$ cat src/rtl/start_srl_fifo.sv
// Shift-register FIFO with first-word fall-through read and registered empty/full flags.
// Storage shifts toward higher indices on a push; the oldest entry sits at entry[cnt-1].
module start_srl_fifo #(
    parameter int DATA_WIDTH = 1,
    parameter int ADDR_WIDTH = 1,
    parameter int DEPTH      = 2
) (
    input  logic                  clk,
    input  logic                  reset,
    input  logic                  if_write_ce,
    input  logic                  if_write,
    input  logic [DATA_WIDTH-1:0] if_din,
    output logic                  if_full_n,
    input  logic                  if_read_ce,
    input  logic                  if_read,
    output logic [DATA_WIDTH-1:0] if_dout,
    output logic                  if_empty_n
);

    localparam int              CNT_W   = ADDR_WIDTH + 1;
    localparam logic [CNT_W-1:0] C_DEPTH = CNT_W'(DEPTH);

    logic [DATA_WIDTH-1:0] r_mem [0:DEPTH-1];
    logic [CNT_W-1:0]      r_cnt;
    logic [CNT_W-1:0]      w_cnt_next;
    logic                  r_empty_n;
    logic                  r_full_n;
    logic                  w_push;
    logic                  w_pop;
    logic [ADDR_WIDTH-1:0] w_raddr;

    // The registered flags gate the requests, so a push into a full FIFO or a pop from an
    // empty one is simply never accepted.
    assign w_push = if_write_ce & if_write & r_full_n;
    assign w_pop  = if_read_ce  & if_read  & r_empty_n;

    always_comb begin
        // NOTE: assigning the default first means every path writes w_cnt_next, so no latch is inferred.
        w_cnt_next = r_cnt;
        if (w_push && !w_pop) begin
            w_cnt_next = r_cnt + 1'b1;
        end else if (!w_push && w_pop) begin
            w_cnt_next = r_cnt - 1'b1;
        end
    end

    always_ff @(posedge clk or posedge reset) begin
        if (reset) begin
            // NOTE: non-blocking assignments let all state registers update together at the edge.
            r_cnt     <= '0;
            r_empty_n <= 1'b0;
            r_full_n  <= 1'b1;
        end else begin
            r_cnt     <= w_cnt_next;
            r_empty_n <= (w_cnt_next != '0);
            r_full_n  <= (w_cnt_next != C_DEPTH);
        end
    end

    // NOTE: storage has no reset; clearing cnt is enough to discard its contents.
    for (genvar g = 0; g < DEPTH; g++) begin : g_entry
        if (g == 0) begin : g_head
            always_ff @(posedge clk) begin
                if (w_push) begin
                    r_mem[0] <= if_din;
                end
            end
        end else begin : g_tail
            always_ff @(posedge clk) begin
                if (w_push) begin
                    r_mem[g] <= r_mem[g-1];
                end
            end
        end
    end

    // Clamp the read address at 0 while empty so it never points outside the storage.
    assign w_raddr    = (r_cnt == '0) ? '0 : ADDR_WIDTH'(r_cnt - 1'b1);
    assign if_dout    = r_mem[w_raddr];
    assign if_empty_n = r_empty_n;
    assign if_full_n  = r_full_n;

endmodule

$ cat config.mk
export PLATFORM = sky130hd
export DESIGN_NAME = start_srl_fifo
export DESIGN_NICKNAME = d
export VERILOG_FILES = /design/src/rtl/start_srl_fifo.sv
export SDC_FILE = /design/constraint.sdc
export NUM_CORES = 1
export LEC_CHECK = 0
export ABC_AREA = 1
export CAP_MARGIN = 30
export CORE_AREA = 2 2 39 41
export DETAILED_ROUTE_END_ITERATION = 10
export DIE_AREA = 0 0 41 43
export PLACE_DENSITY = 0.51
export SYNTH_ARGS = -nofsm -noshare
export SYNTH_HDL_FRONTEND = slang
export SYNTH_SLANG_ARGS = --single-unit
$ cat constraint.sdc
create_clock -name clk -period 3.1 [get_ports clk]
set_clock_uncertainty 0.05 [all_clocks]
set_input_delay 0.62 -clock clk [delete_from_list [all_inputs] [get_ports clk]]
set_output_delay 0.62 -clock clk [all_outputs]
set_load 0.01 [all_outputs]
==> out/results.tsv <==
stage	metric	value	unit
detailed_routing	DR iter-0 viols	2	
die	chip width	41	microns
outcome	status	completed	
detailed_routing	routed wire length	534	microns
power_and_ir_drop	total power draw	0.000368	W
timing	f_max	431	MHz
global_route	Remaining Overflow, GRT	0	
yosys	Ys Warns	0	
yosys	synth top area cells	dfrtp_1, edfxtp_1, nand2_2	
detailed_routing	vias per inst	3.98	
finish	layout cells sized above 1	27.7	%
worst_setup_path	CP startpoint kind	flop	
global_route	global-route wire length before repair	945	microns
finish	fin cells	63	
yosys	Seq/Total Area, Yosys	52.4	%
clocking	total CTS buffers	3	
yosys	Adder-Cell Fraction of Synth Area	4.07	%
yosys	cells after synthesis	34	
placement	Placement Cell Area	418	sq um
flow_run	max capacitance violation total	0	
global_route	largest net degree at the start of global routing	5	
die	die height	43	microns
worst_setup_path	critical setup path kind	flop to primary output	
finish	Final Instance Area	444	sq um
die	Ports	10	
clocking	postcts setup bufs	0	
detailed_routing	post-route ant nets	0	
timing	RSZ-0062 raised after global routing	no	
clocking	Sink Count	6	
detailed_routing	Routed wire per std cell	8.48	microns
placement	global placement routability congestion	0.656	
power_and_ir_drop	Lkg Pwr	0.216	nW
timing	Setup TNS	0	ns
yosys	main combinational cell family by area after synthesis	simple AND/OR/NAND/NOR gates	
timing	max-slew violation count	0	
clocking	Skew-Pair Late Insertion Delay	0.25	ns
yosys	Synth Cell Area	308	sq um
detailed_routing	wire length on met2	262	microns
clocking	Clock transition at path regs	0.05	ns
yosys	Synth Area in Compound Gates	0	%
worst_setup_path	CP required	2.43	ns
die	Die ar.	1760	sq um
finish	Area Growth Syn to Fin	44.3	%
worst_setup_path	crit path DAT	1.65	ns
yosys	mux share of post-synthesis cell area	3.66	%
yosys	Synth top area share	24.4	%
placement	Port Buf Inserts	9	
detailed_routing	DR vias	251	
worst_setup_path	Worst setup EP type	primary output	
worst_setup_path	reg2reg setup slack	1.89	ns
clocking	CTS Hold Bufs	0	
finish	FILL cells	157	
timing	WHS	0.400	ns
worst_hold_path	HP Class	flop to flop	
yosys	Seq cells post-synth	6	
power_and_ir_drop	Peak VDD IR	246	uV
die	std cell rows	14	
detailed_routing	Metal-1 WL	218	microns
clocking	CTS tree	built	
timing	max_slew headroom	89.9	%
die	core area	1380	sq um
clocking	CTS resizes	0	
finish	final net count	56	
detailed_routing	TritonRoute pass-1 iters	4	
timing	final hold vios	0	
detailed_routing	met3 wire len	53	microns
global_route	vias in the first global route	270	
timing	Final min period	2.32	ns
finish	commonest non-fill, non-tap cell in the layout	clkdlybuf4s50_1	
yosys	synth unique cells	12	
clocking	CTS H-tree depth	1	
yosys	Avg Synthesized Cell Area	9.05	sq um
yosys	post-synthesis xor/xnor area fraction	0	%
placement	HPWL Detailed	456	microns
die	Initial Util	22.2	%
finish	antenna cells	0	
yosys	largest area contributor in the netlist	dfrtp_1	
clocking	Clock Tree Buf Depth	2	
yosys	simple-gate share of the synthesized area	31.3	%
yosys	Synth Net Count	42	
power_and_ir_drop	pwr/cell area	829	nW/um^2
global_route	GRT Util Overall	8.57	%
placement	Inst Count DP	59	
worst_setup_path	worst-path fanout max	2	
clocking	Root Driver	clkbuf_4	
timing	Worst Max-Slew Pin Slew	0.152	ns
global_route	initial antenna violation count	0	
finish	most frequent cells in the layout	clkdlybuf4s50_1, nand2_1, nand2_2, inv_1, nand3_1	
timing	final worst-path cycle share	74.8	%
detailed_routing	drc violations	0	
detailed_routing	top sig layer	met3	
timing	number of setup violations in the final report	0	
## metrics by stage
stage / utilization [%] / setup WS (ns)
after detailed placement: 30.2 / 1.04
final: 32.1 / 0.782
after global placement: 30.2 / 1.06
after floorplan: - / 1.52
after global routing: 32.1 / 0.682
after CTS: 32.1 / 0.764
## worst paths after layout
kind | startpoint | end | cells after the start
worst max-delay path | r_cnt[0] | if_dout | 4
worst min-delay path | r_mem[0] | r_mem[1] | 0
worst max register to register | if_full_n | if_empty_n | 7
worst min register to register | r_mem[0] | r_mem[1] | 0
max in group asynchronous | reset | if_full_n | 2
min in group asynchronous | reset | r_cnt[0] | 2
## Yosys cell counts
cell / instances
mux2_2: 1
ha_1: 1
inv_1: 5
nand2_2: 5
edfxtp_1: 2
dfstp_2: 1
nand2_1: 8
nand3_1: 4
nor2_4: 1
dfrtp_1: 3
nor2_1: 1
inv_2: 2
## logic make-up after synthesis
kind of cell	count (synthesis)
fa+ha+maj	1
buf+inv	7
flops	6
mux	1
simple gates	19
## where the power goes
| group | internal [W] | total [W] | switching [W] |
|---|---|---|---|
| clock | 0.0000490 | 0.0000803 | 0.0000314 |
| combinational | 0.0000766 | 0.000161 | 0.0000849 |
| sequential | 0.000112 | 0.000127 | 0.0000142 |
| total | 0.000238 | 0.000368 | 0.000130 |
## flip-flops by register name (all words and copies together) (netlist names)
register    count
if_empty_n      1
if_full_n       1
r_cnt           2
r_mem           2
## cell type report
type,instances,area (sq um),area share (%)
clock buffer,4,26.3,5.92
sequential,6,161,36.3
tap,16,20.0,4.51
inverter,7,26.3,5.92
timing repair buffer,9,90.1,20.3
multi-input combinational,21,120,27.0
## worst max-delay path: stages, from the launching register on
cell	delay [ns]
dfrtp_1	0.37
inv_1	0.08
ha_1	0.16
mux2_2	0.32
clkdlybuf4s50_1	0.47
## routing by layer
layer / vias up / GRT usage [%]
li1: 131 / -
met1: 114 / 7.49
met2: 6 / 13.4
met3: 0 / 5.24
met4: 0 / 6.00
met5: - / 0
No activity file was read; power rests on OpenSTA's default activity.
